<file path="src/rtl/x_mem_arb_pkg.sv">
// Shared types and constants for the x_mem_arb memory arbiter.
package x_mem_arb_pkg;

  // Arbiter FSM: IDLE picks a requester, GRANT forwards it to memory.
  typedef enum logic {
    IDLE  = 1'b0,
    GRANT = 1'b1
  } arb_state_e;

  // One memory request as presented to the memory port.
  typedef struct packed {
    logic        rnw;
    logic [31:0] addr;
    logic [31:0] data;
  } mem_req_t;

  // Default number of cycles a grant may wait for the memory accept.
  localparam int TIMEOUT_DEFAULT = 255;

endpackage

</file>
<file path="src/rtl/x_mem_arb_if.sv">
// Requester-side and memory-side signals of the x_mem_arb arbiter.
// The arbiter connects through the slave modport; the masters and the
// memory model drive the i_* signals through the master modport.
interface x_mem_arb_if #(
  parameter int NREQ = 2
);
  logic [NREQ-1:0]       i_req_valid;
  logic [NREQ-1:0]       i_req_rnw;
  logic [NREQ-1:0][31:0] i_req_addr;
  logic [NREQ-1:0][31:0] i_req_data;
  logic [NREQ-1:0]       o_req_accept;
  logic [31:0]           o_req_data;
  logic                  o_mem_valid;
  logic                  o_mem_rnw;
  logic [31:0]           o_mem_addr;
  logic [31:0]           o_mem_data;
  logic [31:0]           i_mem_data;
  logic                  i_mem_accept;
  logic                  o_timeout;

  modport slave (
    input  i_req_valid, i_req_rnw, i_req_addr, i_req_data,
    input  i_mem_data, i_mem_accept,
    output o_req_accept, o_req_data,
    output o_mem_valid, o_mem_rnw, o_mem_addr, o_mem_data,
    output o_timeout
  );

  modport master (
    output i_req_valid, i_req_rnw, i_req_addr, i_req_data,
    output i_mem_data, i_mem_accept,
    input  o_req_accept, o_req_data,
    input  o_mem_valid, o_mem_rnw, o_mem_addr, o_mem_data,
    input  o_timeout
  );
endinterface

</file>
<file path="src/rtl/x_rr_pick.sv">
// Combinational round-robin picker: returns the first valid requester at or
// after the pointer, wrapping from NREQ-1 back to 0.
module x_rr_pick #(
  parameter int NREQ  = 2,
  parameter int IDX_W = $clog2(NREQ)
) (
  input  logic [NREQ-1:0]  valid_i,
  input  logic [IDX_W-1:0] ptr_i,
  output logic             found_o,
  output logic [IDX_W-1:0] idx_o
);
  // cand[k] is the requester index at offset k from the pointer; chain[k]
  // holds the nearest valid candidate at offset k or later.
  logic [NREQ-1:0]            hit;
  logic [NREQ-1:0][IDX_W-1:0] cand;
  logic [NREQ:0][IDX_W-1:0]   chain;

  assign chain[NREQ] = '0;

  for (genvar gi = 0; gi < NREQ; gi++) begin : g_off
    logic [IDX_W:0] sum;
    // Modulo-NREQ add without a divider: one conditional subtract suffices.
    assign sum       = {1'b0, ptr_i} + (IDX_W + 1)'(gi);
    assign cand[gi]  = (sum >= (IDX_W + 1)'(NREQ)) ? IDX_W'(sum - (IDX_W + 1)'(NREQ))
                                                   : sum[IDX_W-1:0];
    assign hit[gi]   = valid_i[cand[gi]];
    assign chain[gi] = hit[gi] ? cand[gi] : chain[gi+1];
  end

  assign found_o = |hit;
  assign idx_o   = chain[0];

endmodule

</file>
<file path="src/rtl/x_mem_arb.sv">
// Round-robin arbiter sharing one single-port memory among NREQ requesters.
// Optional feature macro: X_MEM_ARB_TIMEOUT_EN -- aborts a grant that waits
// TIMEOUT cycles for the memory accept; without it a grant waits forever.
module x_mem_arb
  import x_mem_arb_pkg::*;
#(
  parameter int NREQ    = 2,
  parameter int TIMEOUT = TIMEOUT_DEFAULT
) (
  input  logic       i_clk,
  input  logic       i_rst,
  x_mem_arb_if.slave bus
);
  localparam int IDX_W = $clog2(NREQ);

  if (NREQ < 2 || NREQ > 8 || TIMEOUT < 1) begin : g_param_check
    $error("x_mem_arb: NREQ must be in 2..8 and TIMEOUT at least 1");
  end

  arb_state_e       state_q, state_d;
  logic [IDX_W-1:0] grant_q, grant_d;
  logic [IDX_W-1:0] ptr_q, ptr_d;
  logic [IDX_W-1:0] grant_inc;
  logic             pick_found;
  logic [IDX_W-1:0] pick_idx;
  logic             sel_valid;
  mem_req_t         sel_req;
  logic             expired;

  logic [NREQ-1:0]  accept;
  logic [31:0]      rdata;
  logic             mem_valid;
  mem_req_t         mem_req;
  logic             timeout;

  x_rr_pick #(
    .NREQ (NREQ),
    .IDX_W(IDX_W)
  ) u_pick (
    .valid_i(bus.i_req_valid),
    .ptr_i  (ptr_q),
    .found_o(pick_found),
    .idx_o  (pick_idx)
  );

  // Request of the currently granted requester.
  assign sel_valid    = bus.i_req_valid[grant_q];
  assign sel_req.rnw  = bus.i_req_rnw[grant_q];
  assign sel_req.addr = bus.i_req_addr[grant_q];
  assign sel_req.data = bus.i_req_data[grant_q];

  // Pointer after the granted requester, wrapping for non-power-of-2 NREQ.
  assign grant_inc = (grant_q == IDX_W'(NREQ - 1)) ? '0 : grant_q + 1'b1;

`ifdef X_MEM_ARB_TIMEOUT_EN
  localparam int CNT_W = $clog2(TIMEOUT + 1);

  logic [CNT_W-1:0] wait_q, wait_d;

  // Wait counter: held at zero while idle so each grant starts counting at 0.
  always_comb begin
    wait_d = '0;
    if (state_q == GRANT) wait_d = wait_q + 1'b1;
  end

  // Wait counter register.
  always_ff @(posedge i_clk) begin
    if (i_rst) wait_q <= '0;
    else       wait_q <= wait_d;
  end

  assign expired = (state_q == GRANT) && (wait_q == CNT_W'(TIMEOUT));
`else
  assign expired = 1'b0;
`endif

  // Next-state and outputs; everything reads as zero while reset is held so a
  // reset mid-transfer never leaks a request or an accept.
  always_comb begin
    state_d   = state_q;
    grant_d   = grant_q;
    ptr_d     = ptr_q;
    accept    = '0;
    rdata     = '0;
    mem_valid = 1'b0;
    mem_req   = '0;
    timeout   = 1'b0;
    if (!i_rst) begin
      case (state_q)
        IDLE: begin
          if (pick_found) begin
            grant_d = pick_idx;
            state_d = GRANT;
          end
        end
        GRANT: begin
          mem_req   = sel_req;
          mem_valid = sel_valid;
          if (sel_valid && bus.i_mem_accept) begin
            accept[grant_q] = 1'b1;
            rdata           = bus.i_mem_data;
            ptr_d           = grant_inc;
            state_d         = IDLE;
          end else if (!sel_valid) begin
            // Requester withdrew: abandon without accept, keep its priority.
            state_d = IDLE;
          end else if (expired) begin
            accept[grant_q] = 1'b1;
            timeout         = 1'b1;
            mem_valid       = 1'b0;
            ptr_d           = grant_inc;
            state_d         = IDLE;
          end
        end
        default: state_d = IDLE;
      endcase
    end
  end

  // State, grant index and round-robin pointer registers.
  always_ff @(posedge i_clk) begin
    if (i_rst) begin
      state_q <= IDLE;
      grant_q <= '0;
      ptr_q   <= '0;
    end else begin
      state_q <= state_d;
      grant_q <= grant_d;
      ptr_q   <= ptr_d;
    end
  end

  assign bus.o_req_accept = accept;
  assign bus.o_req_data   = rdata;
  assign bus.o_mem_valid  = mem_valid;
  assign bus.o_mem_rnw    = mem_req.rnw;
  assign bus.o_mem_addr   = mem_req.addr;
  assign bus.o_mem_data   = mem_req.data;
  assign bus.o_timeout    = timeout;

endmodule

</file>
<file path="src/flat_wrapper.sv">
// flat-port wrapper written by rule: the top's interface ports become plain ports
module x_mem_arb_flat import x_mem_arb_pkg::*;
#(
  parameter int NREQ    = 2,
  parameter int TIMEOUT = TIMEOUT_DEFAULT
)
  (i_clk, i_rst, bus_i_req_valid, bus_i_req_rnw, bus_i_req_addr, bus_i_req_data, bus_i_mem_data, bus_i_mem_accept, bus_o_req_accept, bus_o_req_data, bus_o_mem_valid, bus_o_mem_rnw, bus_o_mem_addr, bus_o_mem_data, bus_o_timeout);
  x_mem_arb_if #(.NREQ(NREQ)) bus_i ();
  input  logic i_clk;
  input  logic i_rst;
  input wire logic [$bits(bus_i.i_req_valid)-1:0] bus_i_req_valid;
  input wire logic [$bits(bus_i.i_req_rnw)-1:0] bus_i_req_rnw;
  input wire logic [$bits(bus_i.i_req_addr)-1:0] bus_i_req_addr;
  input wire logic [$bits(bus_i.i_req_data)-1:0] bus_i_req_data;
  input wire logic [$bits(bus_i.i_mem_data)-1:0] bus_i_mem_data;
  input wire logic [$bits(bus_i.i_mem_accept)-1:0] bus_i_mem_accept;
  output wire logic [$bits(bus_i.o_req_accept)-1:0] bus_o_req_accept;
  output wire logic [$bits(bus_i.o_req_data)-1:0] bus_o_req_data;
  output wire logic [$bits(bus_i.o_mem_valid)-1:0] bus_o_mem_valid;
  output wire logic [$bits(bus_i.o_mem_rnw)-1:0] bus_o_mem_rnw;
  output wire logic [$bits(bus_i.o_mem_addr)-1:0] bus_o_mem_addr;
  output wire logic [$bits(bus_i.o_mem_data)-1:0] bus_o_mem_data;
  output wire logic [$bits(bus_i.o_timeout)-1:0] bus_o_timeout;
  assign bus_i.i_req_valid = bus_i_req_valid;
  assign bus_i.i_req_rnw = bus_i_req_rnw;
  assign bus_i.i_req_addr = bus_i_req_addr;
  assign bus_i.i_req_data = bus_i_req_data;
  assign bus_i.i_mem_data = bus_i_mem_data;
  assign bus_i.i_mem_accept = bus_i_mem_accept;
  assign bus_o_req_accept = bus_i.o_req_accept;
  assign bus_o_req_data = bus_i.o_req_data;
  assign bus_o_mem_valid = bus_i.o_mem_valid;
  assign bus_o_mem_rnw = bus_i.o_mem_rnw;
  assign bus_o_mem_addr = bus_i.o_mem_addr;
  assign bus_o_mem_data = bus_i.o_mem_data;
  assign bus_o_timeout = bus_i.o_timeout;
  x_mem_arb #(.NREQ(NREQ), .TIMEOUT(TIMEOUT)) u_core (.i_clk(i_clk), .i_rst(i_rst), .bus(bus_i));
endmodule
</file>
<file path="config.mk">
export PLATFORM = sky130hd
export DESIGN_NAME = x_mem_arb_flat
export DESIGN_NICKNAME = d
export VERILOG_FILES = /design/src/rtl/x_mem_arb_pkg.sv /design/src/rtl/x_mem_arb_if.sv /design/src/rtl/x_rr_pick.sv /design/src/rtl/x_mem_arb.sv /design/src/flat_wrapper.sv
export SDC_FILE = /design/constraint.sdc
export NUM_CORES = 1
export LEC_CHECK = 0
export ABC_CLOCK_PERIOD_IN_PS = 1700
export BUFFER_PORTS_ARGS = -buffer_cell sky130_fd_sc_hd__buf_2
export CAP_MARGIN = 20
export CORE_AREA = 2 2 104 106
export CTS_CLUSTER_DIAMETER = 150
export CTS_CLUSTER_SIZE = 12
export DETAILED_ROUTE_END_ITERATION = 7
export DIE_AREA = 0 0 106 108
export SLEW_MARGIN = 10
export SYNTH_ARGS = -nofsm -noshare
export SYNTH_HDL_FRONTEND = slang
export SYNTH_SLANG_ARGS = --single-unit
</file>
<file path="constraint.sdc">
create_clock -name i_clk -period 1.7 [get_ports i_clk]
set_clock_uncertainty 0.05 [all_clocks]
set_input_delay 0.255 -clock i_clk [delete_from_list [all_inputs] [get_ports i_clk]]
set_output_delay 0.255 -clock i_clk [all_outputs]
set_load 0.05 [all_outputs]
</file>
## Word level (Yosys, flattened, before mapping)

Index checks and enable logic that the tools add are counted.

- Output and inout bits: 101
- Word-level logic and storage cells: 53
- Bits in registers: 3
- Input bits: 167

- Order comparisons: 6
- Add/sub/neg operators: 4
- Muxes and demuxes: 34
- Bitwise gates (word level): 1
- Reductions and logical operators: 5

Operators by type and width:

| cell | count |
|---|---|
| 32-bit two-way mux | 7 |
| 65-bit two-way mux | 2 |
| 1-bit two-way mux | 20 |
| 1-bit by 2-bit less-than comparator with 1-bit output, second input constant | 3 |
| 2-bit two-way mux | 3 |
| 2-bit AND reduction | 2 |
| 1-bit by 1-bit adder with 2-bit output, second input constant | 1 |
| 1-bit by 2-bit greater-or-equal comparator with 1-bit output, second input constant | 1 |
| 2-bit greater-or-equal comparator, second input constant | 1 |
| 1-bit logical AND | 2 |
| 1-bit case mux with 2 select lines | 1 |
| 2-bit OR reduction | 1 |
| 1-bit subtractor, second input constant | 2 |
| 1-bit adder, second input constant | 1 |
| 1-bit demux with 1-bit select | 1 |
| 1-bit greater-or-equal comparator, second input constant | 1 |
| 1-bit NOT | 1 |

## Depth between registers and ports, before layout

- Depth after elaboration: 8
- Mapped depth: 5
- Depth with buffers taken out: 3

## By module

A second synthesis with hierarchy kept.

- Cells, all modules: 205
- Area, all modules: 1378.8 um^2

By module, submodules not included:

| module | sequential area each (um^2) | area an instance (um^2) | cells each | instances |
|---|---|---|---|---|
| x_mem_arb | 60.1 | 1361.3 | 202 | 1 |
| x_rr_pick | 0.0 | 17.5 | 3 | 1 |

## Worst setup path after synthesis

OpenSTA, ideal clock, no wires.

- Path type: register to output
- Start: reg u_core.grant_q
- End: out bus_o_req_accept[0]
- Required time: 1.395 ns
- Path slack: -0.960 ns
- Data arrival time: 2.355 ns
- Path buffers: 3
- Stages on the path, launching flop included: 5
- Cells stage by stage: dfxtp_1 -> buf_2 -> buf_4 -> buf_2 -> nor4_1

- Cells in the longest elaborated chain, start to end: 7
- Elaborated cells on any way between the ends: 11
- Classes of those cells: order compare (2); mux (7); reduce/logical (2)

RTL lines:

| what | RTL line | source |
|---|---|---|
| start: declaration | x_mem_arb.sv:21 | `logic [IDX_W-1:0] grant_q, grant_d;` |
| start signal: assignment | x_mem_arb.sv:128 | `grant_q <= grant_d;` |
| 1-bit by 2-bit less-than comparator with 1-bit output (not written as such) / 1-bit greater-or-equal comparator (equally long branches) | x_mem_arb.sv:100 | `accept[grant_q] = 1'b1;` |
| 1-bit logical AND (not written as such) | x_mem_arb.sv:100 |  |
| 1-bit two-way mux (not written as such) | x_mem_arb.sv:100 |  |
| 1-bit demux with 1-bit select | - |  |
| 2-bit two-way mux * | x_mem_arb.sv:99 | `if (sel_valid && bus.i_mem_accept) begin` |
| 2-bit two-way mux * | x_mem_arb.sv:89 | `case (state_q)` |
| 2-bit two-way mux * | x_mem_arb.sv:88 | `if (!i_rst) begin` |
| end: declaration | flat_wrapper.sv:17 | `output wire logic [$bits(bus_i.o_req_accept)-1:0] bus_o_req_accept;` |

Mark *: on every way between the ends. The rest lies on a longest branch, timed or not. The select of a mux whose other input is x is not followed.

## Worst setup path after layout

- Start: reg u_core.grant_q
- End: out bus_o_mem_addr[10]

- Cells in the longest elaborated chain, start to end: 4

RTL lines:

| what | RTL line | source |
|---|---|---|
| 32-bit two-way mux (not written as such) (2 in a row) | x_mem_arb.sv:49 | `assign sel_req.addr = bus.i_req_addr[grant_q];` |
| 65-bit two-way mux | x_mem_arb.sv:89 |  |
| 65-bit two-way mux | x_mem_arb.sv:88 |  |
| end: declaration | flat_wrapper.sv:21 | `output wire logic [$bits(bus_i.o_mem_addr)-1:0] bus_o_mem_addr;` |

No other way between the ends. The select of a mux whose other input is x is not followed.

==> summary.txt <==
Status
  • Failing checks: negative setup slack
  • Status: complete, but fails checks

Flow run
  • Maxcap violations: 0

GRT
  • Initial antenna violation count: 0
  • Global route overflow: 0
  • GR peak layer: met2
  • Grt met3 use: 2.833%
  • Met1 GRT Util: 10.99%
  • Pin count of the biggest net entering global routing: 40
  • First-pass GRT wire length: 10140 um
  • Tot GR Track Use: 10.77%
  • Vias in the first global route: 2167
  • Global Route met2 Usage: 22.40%

STA
  • Tmin final: 1.774 ns
  • Fmax: 0.5637 GHz
  • Slew Limit Fails: 0
  • Final Hold Fails: 0
  • Worst hold slack: 0.2659 ns
  • Setup TNS: -1.136 ns
  • Slack of the critical path: -0.07403 ns
  • Final setup fails: 36
  • Final period util: 104.4%
  • RSZ-0062 raised after global routing: yes

Clocking
  • H-tree levels: 1
  • Post-CTS Hold Buffers: 0
  • CTS Buffer Depth: 2
  • Num CTS Buffers: 3
  • Clock Sinks: 3
  • Clock transition at path regs: 0.03 ns
  • CTS tree: yes
  • Latest clock arrival within the worst-skew pair: 0.22 ns
  • Clk Tree Root Cell: clkbuf_8

Floorplan
  • Initial core utilization: 13.35%
  • Die height: 108 um
  • Die Span X: 106 um
  • IO Pins: 268
  • Core Region: 0.01023 mm^2
  • Die Footprint: 0.01145 mm^2
  • Std cell rows: 37

Drt
  • Via count: 2363
  • DRT iter0 DRCs: 46
  • Remaining routing DRC violations: 0
  • Wire per inst: 11.51 um
  • DR vias/cell: 3.938
  • Drt first pass iters: 3
  • Final wirelength: 6905 um
  • Final ANT Viol Nets: 0

Critical path
  • Crit path cell chain: buf_12, mux2i_1, nor2_1, buf_2
  • Crit path max fanout: 39
  • Kind of end point of the critical path: output pin
  • Worst EP required: 1.39 ns
  • Crit path kind: reg -> out
  • CP arrival: 1.47 ns
  • Slowest-stage cell, CP: dfxtp_4
  • Crit path launch type: register
  • Worst path max stage delay: 0.38 ns

Placement
  • Port buffer count: 266
  • Post-DP HPWL: 5880 um
  • Dpl cells: 595
  • Routability-driven placement congestion ratio: 0.7376
  • Setup Slack @ Placement: 0.05635 ns

Synthesis
  • Netlist Area Pre-Place: 0.001366 mm^2
  • Share of the yosys chip area belonging to registers: 4.396%
  • Avg Inst Size Synth: 6.698 um^2
  • Ys Warns: 0
  • Synth cell types: 21
  • Syn_nets: 371
  • Synthesized instance count: 204
  • FF+latch count, synth: 3

Final layout
  • Layout cells sized above 1: 77.16%
  • Diode count: 0
  • Area grow syn2layout: 149.6%
  • Nets: 632
  • Cell Count, Final, Fillers Out: 600
  • Final core utilization: 33.34%

Power and ir drop
  • Sequential share of power: 6.8%
  • Clock network fraction of total power: 16.5%
  • P_int: 627.5 uW
  • Sw Pwr: 628.6 uW
  • Pwr/cell area: 368.3 mW/mm^2
  • Cell leakage power: 1.780 nW
  • Combinational Power Share: 76.7%
  • Switching share of power: 50.04%
  • Peak supply drop: 0.0001593 V

Hold path
  • HP Class: in -> reg
final timing paths:
kind,to,cells after the start,slack [ns],start
setup / recovery,bus_o_mem_addr[10],4,-0.07,u_core.grant_q$_SDFFE_PP0P_
hold / removal,u_core.grant_q$_SDFFE_PP0P_,2,0.27,i_rst
setup reg to reg,u_core.state_q$_SDFF_PP0_,5,0.52,u_core.grant_q$_SDFFE_PP0P_
hold reg to reg,u_core.ptr_q$_SDFFE_PP0P_,2,0.47,u_core.ptr_q$_SDFFE_PP0P_
placed cells by master, fill, tap and decap left out:
master / n
buf_8: 3
o22a_1: 1
buf_12: 6
a21oi_1: 1
o211ai_1: 1
nor3_2: 1
mux2i_1: 62
and2_4: 1
dfxtp_1: 2
clkbuf_8: 3
and2_1: 2
buf_4: 6
a31oi_1: 1
nand3_1: 1
clkbuf_4: 17
conb_1: 1
nand2_1: 1
dfxtp_4: 1
inv_1: 2
mux2i_2: 4
nand2b_4: 1
and2_2: 30
o21ai_0: 1
buf_2: 213
buf_6: 30
a2bb2oi_1: 1
nor2_2: 41
nor4_4: 1
nor2_1: 28
clkbuf_1: 1
metal layers:
layer,share of wire [%],wire length (um)
met1,33,2283
met2,57,3940
met3,9.7,669
met4,0.16,11
met5,0,0
cells by family (layout without fill, tap and decap cells):
| group | after synthesis | after routing | synth area share [%] |
|---|---|---|---|
| AOI/OAI and AO/OA | 6 | 6 | 3.022 |
| buffers and inverters | 21 | 281 | 7.601 |
| DFF | 3 | 3 | 4.396 |
| and+or+nand+nor | 107 | 107 | 36.36 |
| muxes | 66 | 66 | 48.35 |
| other | 1 | 1 | 0.2745 |
synth_stat cells, drive strengths merged:
| cell | number | share of area (%) |
|---|---|---|
| clkbuf | 2 | 0.55 |
| conb | 1 | 0.27 |
| nor4 | 1 | 0.46 |
| a21oi | 1 | 0.37 |
| nand3 | 1 | 0.37 |
| a2bb2oi | 1 | 0.64 |
| a31oi | 1 | 0.46 |
| dfxtp | 3 | 4.4 |
| nor2 | 69 | 19 |
| o21ai | 1 | 0.37 |
| buf | 17 | 6.5 |
| o22a | 1 | 0.64 |
| and2 | 33 | 15 |
| mux2i | 66 | 48 |
| nand2b | 1 | 0.46 |
| nand2 | 1 | 0.27 |
| nor3 | 1 | 0.73 |
| inv | 2 | 0.55 |
| o211ai | 1 | 0.55 |
registers in the layout, summed over array words and instances, names as in the netlist:
signal	flops
u_core.grant_q	1
u_core.ptr_q	1
u_core.state_q	1
layout make-up:
type	instances	area, um^2
timing repair buffer	275	1742
multi-input combinational	180	1383
sequential	3	63.81
inverter	2	7.507
fill	1055	6820
tap	136	170.2
clock buffer	4	45.04
power groups by stage:
stage                     clock, mW  combinational [mW]  sequential, mW
after global placement            0               0.915          0.0852
after global routing          0.223                1.02          0.0858
after detailed placement          0               0.930          0.0856
final                         0.207               0.964          0.0851
after floorplan                   0               0.602          0.0835
after CTS                     0.215               0.954          0.0850
timing repair:
action / 4_1_cts / 5_1_grt
pin swaps: 1 / 0
gates resized for setup: 67 / 28
setup buffers: 1 / 0
endpoints found under the setup margin: 37 / 91
critical path, delay by kind of cell (launching register included):
family	cells	cell delay [ns]
buf+inv	2	0.46
flops	1	0.38
mux	1	0.31
simple gates	1	0.06
through the flow:
stage          total power, mW  cell area [um^2]
2_1_floorplan           0.6856              1521
3_3_place_gp             1.001              3075
3_5_place_dp             1.016              3075
4_1_cts                  1.254              3338
5_1_grt                  1.333              3411
6_report                 1.256              3411
Note: power is estimated with default switching activity, not from simulation.
